**src/rtl/imm_compress_pkg.sv**
```systemverilog
// imm_compress_pkg: extension-mode and FSM state encodings shared by the compressor.
package imm_compress_pkg;
  localparam logic [1:0] EXT_SIGN = 2'b00;
  localparam logic [1:0] EXT_ZERO = 2'b01;
  localparam logic [1:0] EXT_LUI  = 2'b10;
  localparam logic [1:0] EXT_SHL2 = 2'b11;
  typedef enum logic [1:0] {IDLE, TRY, DONE} state_t;
endpackage

```
**src/rtl/imm_compress_if.sv**
```systemverilog
// imm_compress_if: request/result bundle between a requester and the compressor.
interface imm_compress_if;
  logic        start;
  logic [31:0] val;
  logic        busy;
  logic        done;
  logic        found;
  logic [15:0] imm;
  logic [1:0]  EOp;
  modport master (output start, val, input busy, done, found, imm, EOp);
  modport slave (input start, val, output busy, done, found, imm, EOp);
endinterface

```
**src/rtl/imm_compress_ext.sv**
```systemverilog
// imm_compress_ext: forward immediate extender, reused as the match checker.
module imm_compress_ext
  import imm_compress_pkg::*;
(
  input  logic [15:0] imm,
  input  logic [1:0]  eop,
  output logic [31:0] ext
);
  logic [31:0] sx;
  assign sx  = {{16{imm[15]}}, imm};
  assign ext = eop == EXT_SIGN ? sx :
               eop == EXT_ZERO ? {16'h0000, imm} :
               eop == EXT_LUI  ? {imm, 16'h0000} : {sx[29:0], 2'b00};
endmodule

```
**src/rtl/imm_compress.sv**
```systemverilog
// imm_compress: searches EOp modes in priority order for an imm that extends back to val.
module imm_compress
  import imm_compress_pkg::*;
(
  input logic         clk,
  input logic         reset,
  imm_compress_if.slave bus
);
  state_t      state;
  logic [1:0]  idx;
  logic [31:0] v;
  logic [15:0] cand;
  logic [31:0] ext;
  logic        match;
  assign cand  = idx == EXT_LUI ? v[31:16] : idx == EXT_SHL2 ? v[17:2] : v[15:0];
  assign match = ext == v;
  // Matching through the forward extender guarantees round-trip consistency.
  imm_compress_ext u_ext (.imm(cand), .eop(idx), .ext(ext));
  always_ff @(posedge clk) begin
    if (reset) begin
      state     <= IDLE;
      idx       <= 2'd0;
      v         <= 32'h0;
      bus.busy  <= 1'b0;
      bus.done  <= 1'b0;
      bus.found <= 1'b0;
      bus.imm   <= 16'h0000;
      bus.EOp   <= EXT_SIGN;
    end else begin
      case (state)
        IDLE: if (bus.start) begin
          v        <= bus.val;
          idx      <= 2'd0;
          state    <= TRY;
          bus.busy <= 1'b1;
        end
        TRY: if (match || idx == EXT_SHL2) begin
          bus.imm   <= match ? cand : 16'h0000;
          bus.EOp   <= match ? idx : EXT_SIGN;
          bus.found <= match;
          bus.busy  <= 1'b0;
          bus.done  <= 1'b1;
          state     <= DONE;
        end else begin
          idx <= idx + 2'd1;
        end
        DONE: begin
          bus.done <= 1'b0;
          state    <= IDLE;
        end
        default: state <= IDLE;
      endcase
    end
  end
endmodule

```
**src/flat_wrapper.sv**
```systemverilog
// flat-port wrapper written by rule: the top's interface ports become plain ports
module imm_compress_flat import imm_compress_pkg::*;
  (clk, reset, bus_start, bus_val, bus_busy, bus_done, bus_found, bus_imm, bus_EOp);
  imm_compress_if bus_i ();
  input logic clk;
  input logic reset;
  input wire logic [$bits(bus_i.start)-1:0] bus_start;
  input wire logic [$bits(bus_i.val)-1:0] bus_val;
  output wire logic [$bits(bus_i.busy)-1:0] bus_busy;
  output wire logic [$bits(bus_i.done)-1:0] bus_done;
  output wire logic [$bits(bus_i.found)-1:0] bus_found;
  output wire logic [$bits(bus_i.imm)-1:0] bus_imm;
  output wire logic [$bits(bus_i.EOp)-1:0] bus_EOp;
  assign bus_i.start = bus_start;
  assign bus_i.val = bus_val;
  assign bus_busy = bus_i.busy;
  assign bus_done = bus_i.done;
  assign bus_found = bus_i.found;
  assign bus_imm = bus_i.imm;
  assign bus_EOp = bus_i.EOp;
  imm_compress u_core (.clk(clk), .reset(reset), .bus(bus_i));
endmodule
```
**config.mk**
```make
export PLATFORM = sky130hd
export DESIGN_NAME = imm_compress_flat
export DESIGN_NICKNAME = d
export VERILOG_FILES = /design/src/rtl/imm_compress_pkg.sv /design/src/rtl/imm_compress_if.sv /design/src/rtl/imm_compress_ext.sv /design/src/rtl/imm_compress.sv /design/src/flat_wrapper.sv
export SDC_FILE = /design/constraint.sdc
export NUM_CORES = 1
export LEC_CHECK = 0
export ABC_CLOCK_PERIOD_IN_PS = 3200
export CORE_MARGIN = 4
export CORE_UTILIZATION = 44
export DETAILED_ROUTE_END_ITERATION = 16
export PLACE_DENSITY = 0.79
export SYNTH_ARGS = -nofsm -noshare
export SYNTH_HDL_FRONTEND = slang
export SYNTH_HIERARCHICAL = 1
export SYNTH_SLANG_ARGS = --single-unit
```
**constraint.sdc**
```tcl
create_clock -name clk -period 3.2 [get_ports clk]
set_clock_uncertainty 0.1 [all_clocks]
set_input_delay 0.64 -clock clk [delete_from_list [all_inputs] [get_ports clk]]
set_output_delay 0.64 -clock clk [all_outputs]
set_load 0.005 [all_outputs]
```
==> results of run 1 <==
[stage by stage]
step / TNS [ns] / instances / hold WS, ns
after global placement: 0 / 586 / 0.374
after detailed placement: -0.562 / 586 / 0.384
final: 0 / 602 / 0.398
after floorplan: 0 / 429 / 0.361
after CTS: 0 / 602 / 0.394
after global routing: -0.0215 / 602 / 0.422
[report_power, final]
part	total (mW)	internal [mW]	switching [mW]
registers	0.779	0.740	0.0390
clock network	0.562	0.274	0.288
logic	0.397	0.190	0.207
total	1.74	1.20	0.534
[cell families (layout without fill, tap and decap cells)]
family	after synthesis	count (layout)	synth area share (%)
AO/OA/AOI/OAI	122	122	23.3
flip-flops	57	57	32.5
AND/OR/NAND/NOR	145	145	19.3
XOR/XNOR	32	32	7.98
buffers and inverters	38	109	6.91
multiplexers	33	33	9.40
adder cells (fa/ha/maj)	2	2	0.712
[cell type report]
class                   count  area [µm²]
clock buffers              10         128
clock inverters             6        35.0
fillers                   695        3290
inverters                   3        11.3
multi-input cells         334        2160
flip-flops and latches     57        1140
well taps                 102         128
repair buffers             90         833
[what timing repair did]
| action | 4_1_cts | 5_1_grt |
|---|---|---|
| pin swaps | 0 | 2 |
| endpoints found under the setup margin | 24 | 25 |
| resized for setup | 4 | 13 |
[layout by cell type, fill, tap and decap left out, types with 10 or more instances in the layout]
cell / synthesis / final
mux2i_1: 33 / 33
nand2_1: 84 / 84
nand2b_1: 19 / 19
xnor2_1: 32 / 32
dfxtp_1: 57 / 56
a21oi_1: 34 / 34
clkdlybuf4s50_1: 0 / 55
o21bai_1: 15 / 15
a41oi_1: 18 / 18
buf_4: 4 / 32
nor2_1: 20 / 20
o21ai_1: 3 / 10
o21ai_0: 25 / 16
a22o_1: 14 / 14
[state kept, by name, summed over array words and instances (netlist names)]
register,count
u_core/bus.found,1
u_core/state,2
u_core/bus.done,1
u_core/idx,2
u_core/bus.imm,16
u_core/bus.busy,1
u_core/bus.EOp,2
u_core/v,32
[per-layer routing]
layer	part of all wire [%]	GRT usage [%]	routed length [µm]	vias up
met4	3.3	10.8	323	0
met1	44	25.5	4240	1566
met5	0	0	0	-
met3	5.7	3.59	546	27
met2	47	33.5	4530	121
li1	-	-	-	1636
[worst max-delay path by stage]
stage	slack (ns)	cells after the start	endpoint
floorplan	0.13	15	u_core/bus.imm[5]$_SDFFE_PP0P_
global placement	0.02	11	u_core/idx[1]$_SDFFE_PP0P_
detailed placement	-0.09	12	u_core/idx[0]$_SDFFE_PP0P_
CTS	0.007	12	u_core/idx[1]$_SDFFE_PP0P_
global route	-0.02	12	u_core/idx[0]$_SDFFE_PP0P_
finish	0.18	12	u_core/idx[1]$_SDFFE_PP0P_
[worst register-to-register path: cells and delay by family, from the launching register on]
family / cells / cell delay [ns]
muxes: 2 / 0.44
AOI/OAI and AO/OA: 3 / 0.48
DFF: 1 / 0.37
buffers and inverters: 2 / 0.43
and+or+nand+nor: 3 / 0.68
adders and majority gates: 1 / 0.23
xor gates and xnor gates: 1 / 0.22
==> impl_metrics.yaml, run 1 <==
die:
  core_um2: 7730
  die_w_um: 97.4
  die_h_um: 97.4
  design.die.area_um2: 9480
  num_io_pins: 56
  fp-row-count: 32
  start_util_pct: 45.5
pwr:
  p_leak_nw: 1.53
  total_power_mw: 1.74
  vdd_drop_max_v: 0.000254
  powerDensity_nw_per_um2: 392
placement:
  dp_slack_ns: -0.0915
  place_area_um2: 4240
  io_buffers: 55
  dpl.hpwl_mm: 6.97
  gp_congestion: 0.975
clock_network:
  clk_pin_slew_ns: 0.06
  postCtsHoldBufs: 0
  clock-root-buffer: "clkbuf_8"
  clkSinkCount: 57
  cts_tree: "yes"
  cts_buffers: 9
  ctsHtreeMaxLevel: 3
  cts_buffer_depth: 2
  clk_latency_ns: 0.34
  cts_setup_buffers: 0
run_status:
  outcome: "finished clean"
route:
  drc_errors: 0
  wl_per_cell_um: 16.0
  drt-initial-drc-count: 194
  vias_per_cell: 5.56
  drtAntennaViolNets: 0
  routed_wl_mm: 9.65
  drt-pass1-iter-count: 5
  vias: 3350
global_route:
  grt_max_degree: 36
  grt_use_total_pct: 20.4
  grt_pass1_wl_mm: 16.0
  grt_overflow: 0
  antenna_found_initial: 0
  grt_pass1_vias: 3346
worst_setup_path:
  critical_path_buf_inv_count: 2
  critPathTopFamily: "simple AND/OR/NAND/NOR gates"
  critPathLaunch: "u_core/idx[0]$_SDFFE_PP0P_"
  required_ns: 3.36
  r2r_slack_ns: 0.18
  regToRegEndpoint: "u_core/idx[1]$_SDFFE_PP0P_"
  startpoint_type: "flip-flop"
  reg2reg_from: "u_core/idx[0]$_SDFFE_PP0P_"
  worstSetupPathType: "flip-flop to flip-flop"
  critPathArrivalTime_ns: 3.18
  r2r_cells: 12
  slowest_stage: "dfxtp_1"
  worst_path_largest_cell_delay_ns: 0.37
  crit_chain: "ha_2, mux2i_1, o21ai_1, nor3b_4, buf_4, o21bai_1, xnor2_1, nand4_1, nor4_4, buf_4, a211o_2, mux2i_1"
  cp_max_fo: 15
  crit_path_end_kind: "flip-flop"
synthesis:
  synth.largest_area_cell: "dfxtp_1"
  yosys_register_bits: 57
  async_reset_ff_share_pct: 0
  ys_seq_area_share_pct: 32.5
  synth_top_cell_area_share_pct: 32.5
  yosys_warnings: 6
  synth-edff-count: 0
  yosysUniqueCellTypes: 40
  ys_top_cells_by_count: "nand2_1 (84), dfxtp_1 (57), a21oi_1 (34)"
  synth_nets: 466
  syn_area_um2: 3510
  dominantRegCellSynth: "dfxtp_1"
  synthCells: 429
  synth.most_common_cell: "nand2_1"
  synth_top_cells_by_area: "dfxtp_1 (32%), mux2i_1 (9.4%), nand2_1 (9.0%)"
  synth_area_per_cell_um2: 8.19
layout:
  layout.nets: 532
  drive_gt1_share_pct: 14.2
  post-route-cell-area_um2: 4440
  diodes: 0
  final_util_pct: 57.4
  area_delta_synth_final_pct: 26.4
timing:
  fin_crit_ns: 3.02
  max_freq_ghz: 0.332
  drv_slew: 0
  finalCritPeriodShare_pct: 94.2
  hold_viol: 0
  relSlewSlack_pct: 50.7
  worst_pin_slew_ns: 0.739
  finalSetupViolations: 0
  layout_setup_ws_ns: 0.185
min_path:
  min_from: "u_core/bus.EOp[0]$_SDFFE_PP0P_"
  hp-class: "flip-flop to flip-flop"
  whs_path_depth: 2
  hold_path_end: "u_core/bus.EOp[0]$_SDFFE_PP0P_"
run:
  drv_cap: 0
No activity file was read; power rests on OpenSTA's default activity.
==> run 2: changes to the inputs <==
Settings changed: CORE_UTILIZATION 44 to 49, HOLD_SLACK_MARGIN from default to 0.12, PLACE_DENSITY 0.79 to 0.86.
==> impl_metrics.yaml, run 2 (synthesis results as in run 1) <==
placement:
  gp_congestion: 0.960
  io_buffers: 55
  dpl.hpwl_mm: 6.49
  dp_cells: 571
  place_area_um2: 4180
pwr:
  p_leak_nw: 1.49
  powerDensity_nw_per_um2: 392
  vdd_drop_max_v: 0.000292
timing:
  drv_slew: 0
  relSlewSlack_pct: 52.0
  hold_viol: 0
  finalSetupViolations: 0
  fin_crit_ns: 3.06
  finalCritPeriodShare_pct: 95.6
  worst_pin_slew_ns: 0.720
  rsz0062_at_grt: "yes"
  max_freq_ghz: 0.327
global_route:
  grt_use_total_pct: 23.1
  grt_pass1_wl_mm: 16.0
  grt_pass1_vias: 3365
  grt_overflow: 0
  antenna_found_initial: 0
  grt_max_degree: 33
route:
  drc_errors: 0
  drt-initial-drc-count: 241
  drt-pass1-iter-count: 5
  vias_per_cell: 5.64
  vias: 3304
  wl_per_cell_um: 15.9
  routed_wl_mm: 9.35
  drtAntennaViolNets: 0
min_path:
  hp-class: "flip-flop to flip-flop"
layout:
  drive_gt1_share_pct: 12.0
  largest_register_ffs: 32
  top_regs: "u_core/v (32), u_core/bus.imm (16)"
  instances_no_fill: 586
  area_delta_synth_final_pct: 24.6
  final_cell_mix: "nand2_1 (84), dfxtp_1 (57), clkdlybuf4s50_1 (55)"
  diodes: 0
  post-route-cell-area_um2: 4380
  layout.nets: 525
  layout_commonest_cell: "nand2_1"
  top_register: "u_core/v"
clock_network:
  clk_pin_slew_ns: 0.06
  clk_latency_ns: 0.34
  cts_buffer_depth: 2
  clkSinkCount: 57
  postCtsHoldBufs: 0
  ctsHtreeMaxLevel: 3
  cts_buffers: 9
  clock-root-buffer: "clkbuf_8"
  cts_tree: "yes"
die:
  core_um2: 6870
  die_w_um: 92.7
  die_h_um: 92.7
  fp-row-count: 30
  design.die.area_um2: 8590
  num_io_pins: 56
  start_util_pct: 51.1
worst_setup_path:
  startpoint_type: "flip-flop"
  worstSetupPathType: "flip-flop to flip-flop"
  critPathArrivalTime_ns: 3.17
  required_ns: 3.31
  cp_max_fo: 21
  crit_path_end_kind: "flip-flop"
run:
  drv_cap: 0
run_status:
  outcome: "finished clean"
## run 2: final cells by class
class / count / area, µm²
timing repair buffer: 83 / 793
multi-input combinational: 334 / 2160
clock buffer: 12 / 145
inverter: 3 / 11.3
clock inverter: 1 / 5.00
fill: 600 / 2490
tap: 96 / 120
sequential: 57 / 1140
## run 2: timing repair
action | 4_1_cts | 5_1_grt
endpoints found under the hold margin | 0 | 0
setup buffers | 2 | 0
gates resized for setup | 2 | 14
setup endpoints to repair | 25 | 25
pin swaps | 0 | 2
## run 2: critical path, stage by stage (launching register included)
cell and delay [ns]:
dfxtp_1 0.37, ha_2 0.25, buf_12 0.18, mux2i_1 0.09, o21ai_0 0.37, mux2i_1 0.13, o21bai_1 0.24, xnor2_1 0.17
nand4_1 0.16, nor4_4 0.39, a21o_2 0.21, buf_12 0.16, o21ai_0 0.11
## run 2: layer usage
layer / routed length, µm / track usage, % / share of wire [%]
met5: 0 / 0 / 0
met4: 157 / 8.06 / 1.7
met3: 626 / 7.07 / 6.7
met2: 4450 / 37.3 / 48
met1: 4110 / 29.1 / 44
## run 2: path summary, 6_finish.rpt
| check | cells after the start | start | end | slack [ns] |
|---|---|---|---|---|
| setup / recovery | 12 | u_core/idx[0]$_SDFFE_PP0P_ | u_core/bus.imm[1]$_SDFFE_PP0P_ | 0.14 |
| hold / removal | 2 | u_core/bus.done$_SDFFE_PP0P_ | u_core/bus.done$_SDFFE_PP0P_ | 0.39 |
| setup reg to reg | 12 | u_core/idx[0]$_SDFFE_PP0P_ | u_core/bus.imm[1]$_SDFFE_PP0P_ | 0.14 |
| hold reg to reg | 2 | u_core/bus.done$_SDFFE_PP0P_ | u_core/bus.done$_SDFFE_PP0P_ | 0.39 |
## run 2: where the power goes
part / internal (mW) / leakage (nW) / total, mW / switching, mW
Sequential: 0.740 / 0.465 / 0.776 / 0.0359
Combinational: 0.184 / 0.943 / 0.386 / 0.202
Clock: 0.288 / 0.0782 / 0.553 / 0.265
Total: 1.21 / 1.49 / 1.72 / 0.503
## run 2: metrics by stage
stage	setup TNS, ns	total power [mW]	util (%)	worst slack [ns]	hold WS, ns
final	0	1.72	63.7	0.140	0.387
after global routing	-0.306	1.81	63.7	-0.0574	0.408
after CTS	0	1.71	63.2	0.0491	0.388
after detailed placement	-0.797	1.15	60.8	-0.0815	0.379
after global placement	0	1.14	60.8	0.0703	0.378
after floorplan	0	1.04	-	0.126	0.361
==> run 3: changes to the inputs <==
Settings changed: CORE_MARGIN 4 to 3, CTS_CLUSTER_DIAMETER from default to 120.
==> impl_metrics.yaml, run 3 (synthesis results as in run 1) <==
run_status:
  outcome: "finished clean"
timing:
  drv_slew: 0
  max_freq_ghz: 0.328
  layout_setup_ws_ns: 0.152
  hold_ws_ns: 0.400
  rsz0062_at_grt: "yes"
  fin_crit_ns: 3.05
  finalSetupViolations: 0
  worst_pin_slew_ns: 0.696
  final.setup.tns_ns: 0
  hold_viol: 0
  relSlewSlack_pct: 53.6
  finalCritPeriodShare_pct: 95.3
route:
  drc_errors: 0
  drtAntennaViolNets: 0
  vias_per_cell: 5.61
  routed_wl_mm: 9.38
  drt-initial-drc-count: 183
  vias: 3345
  drt-pass1-iter-count: 5
  wl_per_cell_um: 15.7
clock_network:
  ctsHtreeMaxLevel: 3
  postCtsHoldBufs: 0
  clk_pin_slew_ns: 0.07
  cts_buffers: 9
  cts_buffer_depth: 2
  clk_latency_ns: 0.35
  cts_tree: "yes"
  clock-root-buffer: "clkbuf_8"
  clkSinkCount: 57
layout:
  largest_register_ffs: 32
  layout.nets: 532
  area_delta_synth_final_pct: 26.6
  multi_input_comb_area_um2: 2130
  post-route-cell-area_um2: 4450
  num-fill-cells: 594
  top_register: "u_core/v"
  layout_commonest_cell: "nand2_1"
  drive_gt1_share_pct: 13.0
  final_util_pct: 64.7
  instances_no_fill: 596
  top_regs: "u_core/v (32), u_core/bus.imm (16)"
  diodes: 0
  seqCellArea_um2: 1140
  final_cell_mix: "nand2_1 (84), dfxtp_1 (57), clkdlybuf4s50_1 (55)"
pwr:
  powerDensity_nw_per_um2: 407
  total_power_mw: 1.81
  vdd_drop_max_v: 0.000274
  p_leak_nw: 1.54
placement:
  dpl.hpwl_mm: 6.58
  gp_congestion: 0.995
  dp_slack_ns: 0.0481
  dp_cells: 574
  io_buffers: 55
  place_area_um2: 4210
run:
  drv_cap: 0
min_path:
  hp-class: "flip-flop to flip-flop"
  hold_path_end: "u_core/v[1]$_SDFFE_PP0P_"
  whs_path_depth: 2
  min_from: "u_core/v[1]$_SDFFE_PP0P_"
worst_setup_path:
  required_ns: 3.37
  r2r_slack_ns: 0.15
  cp_max_fo: 15
  critPathArrivalTime_ns: 3.22
  worstSetupPathType: "flip-flop to flip-flop"
  startpoint_type: "flip-flop"
  crit_path_end_kind: "flip-flop"
  regToRegEndpoint: "u_core/idx[0]$_SDFFE_PP0P_"
  reg2reg_from: "u_core/idx[1]$_SDFFE_PP0P_"
  r2r_cells: 12
global_route:
  grt_overflow: 0
  grt_max_degree: 36
  grt_pass1_wl_mm: 15.6
  grt_use_total_pct: 23.4
  grt_pass1_vias: 3192
  antenna_found_initial: 0
die:
  num_io_pins: 56
  fp-row-count: 30
  start_util_pct: 51.1
  die_w_um: 90.7
  core_um2: 6870
  design.die.area_um2: 8220
  die_h_um: 90.7
## run 3: layout make-up
cell class | count | share of cell area [%]
Clock inverter | 3 | 0.900
Tap cell | 96 | 2.70
Timing Repair Buffer | 90 | 19.1
Clock buffer | 13 | 3.35
Inverter | 3 | 0.253
Multi-Input combinational cell | 334 | 48.0
Sequential cell | 57 | 25.7
## run 3: routing by layer
layer / global-route usage, % / share of wire (%)
met5: 0 / 0
met4: 9.18 / 1.7
met3: 6.25 / 6.7
met2: 36.8 / 46
met1: 30.4 / 45
## run 3: what timing repair did
item                                    in CTS  in global routing
setup buffers                                0                  6
endpoints found under the setup margin       1                 22
pin swaps                                    0                  0
hold endpoints to repair                     0                  0
gates resized for setup                      1                  8
gates cloned                                 0                  0
## run 3: how the worst max path moves through the flow
stage                               startpoint                              end  cells after the start
floorplan           u_core/idx[1]$_SDFFE_PP0P_   u_core/bus.imm[5]$_SDFFE_PP0P_                     15
global placement    u_core/idx[0]$_SDFFE_PP0P_   u_core/bus.imm[0]$_SDFFE_PP0P_                     12
detailed placement  u_core/idx[1]$_SDFFE_PP0P_       u_core/idx[0]$_SDFFE_PP0P_                     12
CTS                 u_core/idx[1]$_SDFFE_PP0P_       u_core/idx[0]$_SDFFE_PP0P_                     12
global route        u_core/idx[0]$_SDFFE_PP0P_  u_core/bus.imm[12]$_SDFFE_PP0P_                     13
finish              u_core/idx[1]$_SDFFE_PP0P_       u_core/idx[0]$_SDFFE_PP0P_                     12
## run 3: worst max-delay path: stages, from the launching register on
cell      delay [ns]
dfxtp_1         0.36
ha_1            0.28
mux2i_1         0.22
o21ai_1         0.11
nor3b_4         0.16
buf_4           0.19
o21bai_1        0.17
xnor2_1         0.19
nand4_1         0.15
nor4_2          0.39
buf_4           0.26
a211o_2         0.19
mux2i_1         0.20
## run 3: report_power, final
part | total [mW] | leakage, nW | internal [mW] | switching [mW]
logic | 0.380 | 0.978 | 0.190 | 0.191
clock network | 0.655 | 0.0974 | 0.379 | 0.276
registers | 0.777 | 0.465 | 0.740 | 0.0365
total | 1.81 | 1.54 | 1.31 | 0.503
==> variant: new RTL, config.mk and constraints of run 3 <==
The 3 states of `state_t` get a one-hot encoding in 3 bits.
--- a/src/rtl/imm_compress_pkg.sv
+++ b/src/rtl/imm_compress_pkg.sv
@@ -4,6 +4,6 @@
   localparam logic [1:0] EXT_ZERO = 2'b01;
   localparam logic [1:0] EXT_LUI  = 2'b10;
   localparam logic [1:0] EXT_SHL2 = 2'b11;
-  typedef enum logic [1:0] {IDLE, TRY, DONE} state_t;
+  typedef enum logic [2:0] {IDLE = 3'b001, TRY = 3'b010, DONE = 3'b100} state_t;
 endpackage
 
Behaviour: no difference found for any inputs over 10 cycles, from zero or initial values and one cycle with reset high; not proved beyond that.
==> variant against run 3 <==
Synthesized area down 4.4%. Power is 2.3% lower. Critical path type unchanged. Routed wire length increased by 1.6%. Final area is 0.11% higher. Synthesized cell count fell by 8.9%. First-iteration DRC count rose by 90%. Sequential cell count is 1 higher. Setup slack got worse by 0.034 ns. Final cell count decreased by 7.9%. Count of clock-buffer cells in the layout down 1.
==> variant: results (changes against run 3) <==
outcome=finished, final reports clean (unchanged); CTS Buffer Depth=2 (unchanged); Post-layout nets=505 (was 532); Cell Int Power=0.00129 W (was 0.00131 W); CTS buffer count=9 (unchanged); syn nets=428 (was 466); Hold Path Class=reg -> reg (unchanged); Antenna Cells=0 (unchanged); drt total wl=9520 um (was 9380 um); I/O Buffers=55 (unchanged); post-synthesis xor/xnor area fraction=8.34% (was 7.98%); Synth Warn #=6 (unchanged); r2r setup slk=0.12 ns (was 0.15 ns); root buffer cell=clkbuf_8 (unchanged); hold path endpoint=u_core/bus.imm[11] (was u_core/v[1]); gp weighted congestion=0.997 (was 0.995); clock transition at the registers of the reported paths=0.06 ns; fraction of layout cells with a size suffix above 1=18.4% (was 13.0%); DRT Pass-1 Iters=5 (unchanged); worst reg2reg endpoint=u_core/bus.found (was u_core/idx[0]); Area contributors post-synth=dfxtp_1 35%, mux2i_1 9.2%, nand2_1 9.1% (was dfxtp_1 32%, mux2i_1 9.4%, nand2_1 9.0%); first-pass GRT wire length=15000 um (was 15600 um); largest net degree at the start of global routing=48 (was 36); H-tree levels=3 (unchanged); Via-to-Cell Ratio=5.73 (was 5.61); library cells used by synthesis=42 (was 40); Slowest-stage cell, CP=dfxtp_4 (was nor4_2); register area share after synthesis=34.6% (was 32.5%); post-DP HPWL=6670 um (was 6580 um); initial antenna violation count=0 (unchanged); Crit Path Max Fanout=9 (was 15); commonest cells in the netlist=81 x nand2_1, 58 x dfxtp_1, 33 x a21oi_1 (was 84 x nand2_1, 57 x dfxtp_1, 34 x a21oi_1); total track usage=25.4% (was 23.4%); synthesized-area fraction occupied by adder cells=0.745% (was 0.712%); Worst EP arrival=3.21 ns (was 3.22 ns); predominant post-synthesis flop cell=dfxtp_1 (unchanged); ys async rst share=0% (unchanged); Synth Area in Compound Gates=22.5% (was 23.3%); Peak VDD IR=296 uV (was 274 uV); leakage=1.83 nW (was 1.54 nW); hold depth=1 (was 2); Critical Path Source=u_core/idx[1] (unchanged); vias in the first global route=2931 (was 3192); HP Start=u_core/bus.imm[11] (was u_core/v[1]); initial DRC count=348 (was 183); Comb pwr share=18.5% (was 21.0%); R2R cell count=13 (was 12); max-cap viol count=0 (unchanged); Largest regs=u_core/v: 32 flops, u_core/bus.imm: 16 flops, u_core/state: 3 flops (was u_core/v: 32 flops, u_core/bus.imm: 16 flops); Post-DP Area=4120 sq um (was 4210 sq um); Setup crit end=u_core/bus.found (was u_core/idx[0]); slowest stage delay, CP=0.38 ns; P_clk=0.000650 W (was 0.000655 W); worst-skew pair later-pin latency=0.34 ns; mux share of post-synthesis cell area=9.24% (was 9.40%); max_slew headroom=22.5% (was 53.6%)
-- variant: logic make-up (layout without fill, tap and decap cells) --
kind of cell	Yosys count	in the layout
buf+inv	33	113
xor+xnor	32	32
flops	58	58
mux	31	31
compound gates	106	107
simple gates	129	129
fa+ha+maj	2	2
-- variant: what timing repair did --
item | CTS | global route
gates resized for setup | 14 | 23
cloned | 2 | 0
endpoints found under the setup margin | 25 | 25
pin swaps | 3 | 10
buffers inserted | 2 | 3
-- variant: metrics by stage --
stage                     hold slack (ns)  cells  total power [W]  util (%)  setup slack [ns]
final                               0.349    549          0.00177      68.5             0.118
after global routing                0.369    549          0.00185      68.5           -0.0304
after CTS                           0.355    546          0.00178      67.4           0.00186
after detailed placement            0.341    527          0.00111      63.5            -0.139
after global placement              0.335    527          0.00111      63.5           -0.0886
after floorplan                     0.349    391         0.000989         -           0.00658
-- variant: layer usage --
layer  up-vias  part of all wire (%)  global-route usage (%)
met5         -                     0                       0
met4         0                   2.0                    9.75
met3        18                   6.1                    5.59
met2       111                    46                    39.3
met1      1493                    46                    34.5
li1       1522                     -                       -
-- variant: layout make-up --
cell class              count  area, sq um
clock inverters             3         40.0
flip-flops and latches     58         1170
multi-input cells         301         2100
inverters                   3         11.3
well taps                  77         96.3
repair buffers             95          888
fillers                   515         2040
clock buffers              12          145
-- variant: worst max-delay path, delay by kind of cell (launching register included) --
family,cells,cell delay (ns)
compound gates,5,1.08
simple gates,2,0.49
buf+inv,3,0.40
flops,1,0.38
mux,1,0.20
fa+ha+maj,1,0.18
xor+xnor,1,0.16
